## src/rtl/encoder_4_to_2_hs.sv

```systemverilog
// Registered 4-to-2 priority encoder with a valid/ready output handshake,
// a multi-hot flag and a saturating count of accepted codes.
module encoder_4_to_2_hs #(
  parameter int EDGE_MODE = 0,
  parameter int CNT_W     = 8
) (
  input  logic             clk,
  input  logic             rst_n,
  input  logic             EN,
  input  logic             D0,
  input  logic             D1,
  input  logic             D2,
  input  logic             D3,
  input  logic             READY,
  output logic             A1,
  output logic             A0,
  output logic             VALID,
  output logic             MULTI,
  output logic [CNT_W-1:0] EVT_CNT
);

  typedef enum logic {IDLE = 1'b0, HOLD = 1'b1} state_t;

  state_t             state_q, state_d;
  logic [3:0]         d_vec, prev_q, q_vec;
  logic [1:0]         a_q, a_d, idx;
  logic               multi_q, multi_d, multi_n;
  logic [CNT_W-1:0]   cnt_q, cnt_d;
  logic               cap, acc, load;

  assign d_vec = {D3, D2, D1, D0};
  // Edge mode only counts bits that were low on the previous edge.
  assign q_vec = (EDGE_MODE != 0) ? (d_vec & ~prev_q) : d_vec;
  assign cap   = EN & (|q_vec);

  always_comb begin
    idx = 2'd0;
    casez (q_vec)
      4'b1???: idx = 2'd3;
      4'b01??: idx = 2'd2;
      4'b001?: idx = 2'd1;
      default: idx = 2'd0;
    endcase
  end

  assign multi_n = ($countones(q_vec) > 1);

  always_ff @(posedge clk or negedge rst_n) begin
    if (!rst_n) begin
      state_q <= IDLE;
      prev_q  <= 4'b0000;
      a_q     <= 2'b00;
      multi_q <= 1'b0;
      cnt_q   <= '0;
    end else begin
      state_q <= state_d;
      prev_q  <= d_vec;
      a_q     <= a_d;
      multi_q <= multi_d;
      cnt_q   <= cnt_d;
    end
  end

  always_comb begin
    state_d = state_q;
    case (state_q)
      IDLE:    if (cap) state_d = HOLD;
      HOLD:    if (READY && !cap) state_d = IDLE;
      default: state_d = IDLE;
    endcase
  end

  // A new code loads when the slot is empty or is being emptied this edge.
  always_comb begin
    acc     = (state_q == HOLD) & READY;
    load    = cap & ((state_q == IDLE) | READY);
    a_d     = load ? idx : a_q;
    multi_d = load ? multi_n : multi_q;
    cnt_d   = (acc && (cnt_q != {CNT_W{1'b1}})) ? cnt_q + CNT_W'(1) : cnt_q;
  end

  assign A1      = a_q[1];
  assign A0      = a_q[0];
  assign VALID   = (state_q == HOLD);
  assign MULTI   = multi_q;
  assign EVT_CNT = cnt_q;

endmodule

```

## config.mk

```make
export PLATFORM = sky130hd
export DESIGN_NAME = encoder_4_to_2_hs
export DESIGN_NICKNAME = d
export VERILOG_FILES = /design/src/rtl/encoder_4_to_2_hs.sv
export SDC_FILE = /design/constraint.sdc
export NUM_CORES = 1
export LEC_CHECK = 0
export ABC_CLOCK_PERIOD_IN_PS = 1700
export BUFFER_PORTS_ARGS = -buffer_cell sky130_fd_sc_hd__buf_2
export CORE_MARGIN = 1
export CORE_UTILIZATION = 48
export DETAILED_ROUTE_END_ITERATION = 7
export PLACE_DENSITY = 0.76
export SYNTH_ARGS = -nofsm -noshare
export SYNTH_HDL_FRONTEND = slang
export SYNTH_SLANG_ARGS = --single-unit
```

## constraint.sdc

```tcl
create_clock -name clk -period 1.7 [get_ports clk]
set_clock_uncertainty 0.15 [all_clocks]
set_input_delay 0.17 -clock clk [delete_from_list [all_inputs] [get_ports clk]]
set_output_delay 0.17 -clock clk [all_outputs]
set_load 0.01 [all_outputs]
```

==> flow_summary.ini <==
[synth]
synth_cells = 55
syn_nets = 66
synth_cell_type_count = 24
synth_area_um2 = 646
yosys_warnings = 0
synth-main-ff-cell = dfrtp_1
yosysMostFrequentCell = dfrtp_1
syn_avg_cell_area_um2 = 11.7
synth_edf_count = 0
synth_top_area_share_pct = 46.5
synth_top_cells_by_count = dfrtp_1, inv_1, mux2_1, xnor2_1, nand2_1
yosys-top-cells-area = dfrtp_1, mux2_1, xnor2_1, o311ai_4, ha_1
async_flop_share_pct = 100
seq_area_frac_synth_pct = 46.5
synth_seq_cells = 12
yosys.area.top_type = dfrtp_1

[power_and_ir_drop]
power_density_nw_per_um2 = 1320
p_int_uw = 702
pwr-share-clk_pct = 20.9
switching_share_pct = 35.7
switchingPower_uw = 390
pwr-share-comb_pct = 36.4
p_seq_share_pct = 42.7
cellLeakagePower_uw = 0.000405
vdd_drop_max_mv = 0.793

[routing]
initialDrtViolationCount = 7
viasPerCell = 5.36
wire_per_inst_um = 12.9
routed_wl_mm = 1.24
drt_pass1_iterations = 3
vias = 515
drtAntennaViolNets = 0
drc = 0

[floorplan]
rows = 12
start_util_pct = 55.1
io_pins = 20
die_x_um = 38.7
die_y_um = 38.7
core_area_um2 = 1170
die_area_um2 = 1500

[clock_network]
clk_latency_ns = 0.28
root_buffer = clkbuf_4
clkTransAtPathRegs_ns = 0.08
cts_max_level = 1
cts_tree = yes
post_cts_buffers = 0
clkSinkCount = 12
ctsResizeCount = 0
cts_buffer_depth = 2
cts_buffers = 3

[critical_path]
cp_cell_sequence = ha_1 -> and4_4 -> nand4_1 -> mux2_1
max_stage_delay_ns = 0.39
worstPathRequired_ns = 1.71
reg2reg_depth = 4
critPathKind = reg -> reg
critical_path_arrival_ns = 1.57
cp-end-kind = flop
path_buf_inv = 0
crit_cells = 4
critPathLaunchType = flop
worst-path-max-fanout = 4
crit_family = flip-flops
cpMaxStageDelayCell = dfrtp_1

[min_path]
min_path_type = in -> reg
whs_path_depth = 3

[sta]
slew_headroom_pct = 79.9
hold_ws_ns = 0.0308
tns_ns = 0
final.min_clock_period_ns = 1.56
period_share_pct = 91.7
hold_viol_final = 0
worst_pin_slew_ns = 0.301
setup_violations = 0
fmax_ghz = 0.641
drv_slew = 0
rsz0062_at_grt = no

[cells_and_area]
multi_input_area_um2 = 323
syn_to_final_growth_pct = 28.1
fin_nets = 94
num-fill-cells = 87
regArea_um2 = 300
layout-drive-gt1-share_pct = 36.6
antenna_cells = 0

[place]
dp_hpwl_um = 906
gp_congestion = 0.752
io_buffers = 19

[grt]
antenna_found_initial = 0
grt_pass1_wl_mm = 2.03
grt_usage_pct = 21.0
grt_max_degree = 13
grt-ovfl-total = 0
grt_pass1_vias = 477

[flow_run]
drv_cap = 0

[outcome]
outcome = complete, no violations
==> tightest hold or removal path: stages <==
cell	delay, ns
buf_2	0.12
o31ai_1	0.06
nand2_1	0.06
==> cells by family after synthesis <==
group,Yosys count,synth area share (%)
mux,5,8.53
fa+ha+maj,3,6.98
buf+inv,6,3.49
simple gates,13,13.4
compound gates,12,15.7
xor+xnor,4,5.43
flops,12,46.5
==> final timing paths <==
path	startpoint	endpoint	slack, ns
max in group asynchronous	rst_n	VALID$_DFF_PN0_	1.03
min in group asynchronous	rst_n	EVT_CNT[4]$_DFFE_PN0P_	0.15
min	EN	VALID$_DFF_PN0_	0.03
max	EVT_CNT[1]$_DFFE_PN0P_	EVT_CNT[6]$_DFFE_PN0P_	0.14
min reg2reg	a_q[0]$_DFFE_PN0P_	a_q[0]$_DFFE_PN0P_	0.34
max reg2reg	EVT_CNT[1]$_DFFE_PN0P_	EVT_CNT[6]$_DFFE_PN0P_	0.14
==> state kept, by name (all words and copies together) (netlist names) <==
signal / count
EVT_CNT: 8
VALID: 1
a_q: 2
MULTI: 1
==> routing by layer <==
metal  vias up  GRT usage, %  part of all wire, %  routed length (um)
met5         -             0                    0                   0
met4         0          15.5                  2.7                  34
met3         4          5.20                  4.7                  59
met2        14          30.0                   44                 549
met1       241          27.3                   48                 600
li1        256             -                    -                   -
==> power groups by stage <==
stage / clock network [uW] / logic (uW) / registers, uW
finish: 228 / 398 / 466
global placement: 0 / 389 / 468
global route: 242 / 438 / 478
detailed placement: 0 / 392 / 473
floorplan: 0 / 151 / 527
CTS: 233 / 401 / 468
==> what timing repair did <==
item	4_1_cts	5_1_grt
hold buffers	1	0
endpoints found under the setup margin	0	0
endpoints found under the hold margin	12	0
==> through the flow <==
stage / utilization [%] / power [uW] / worst slack (ns) / cell area (um2) / cells
global placement: 66.7 / 857 / 0.210 / 781 / 91
CTS: 70.6 / 1100 / 0.136 / 827 / 96
finish: 70.6 / 1090 / 0.141 / 827 / 96
floorplan: - / 678 / 0.0611 / 646 / 55
detailed placement: 66.7 / 865 / 0.171 / 781 / 91
global route: 70.6 / 1160 / 0.0748 / 827 / 96
==> placed cells by master, fill, tap and decap left out, types with 2 or more instances in the layout <==
master and n:
mux2_1 4, o21ai_0 2, dfrtp_1 12, and4_1 2
a21oi_1 2, nand4_1 2, xnor2_1 4, inv_1 6
nand2_1 3, o211ai_1 2, clkbuf_4 3, buf_2 19
ha_1 2, a31oi_1 2, buf_4 3
==> final cells by class <==
type | instances | area share (%)
clock buffers | 4 | 4.39
inverters | 6 | 2.72
multi-input cells | 37 | 39.0
flip-flops and latches | 12 | 36.3
well taps | 14 | 2.12
repair buffers | 23 | 15.4
Power figures use the tool's default switching activity.
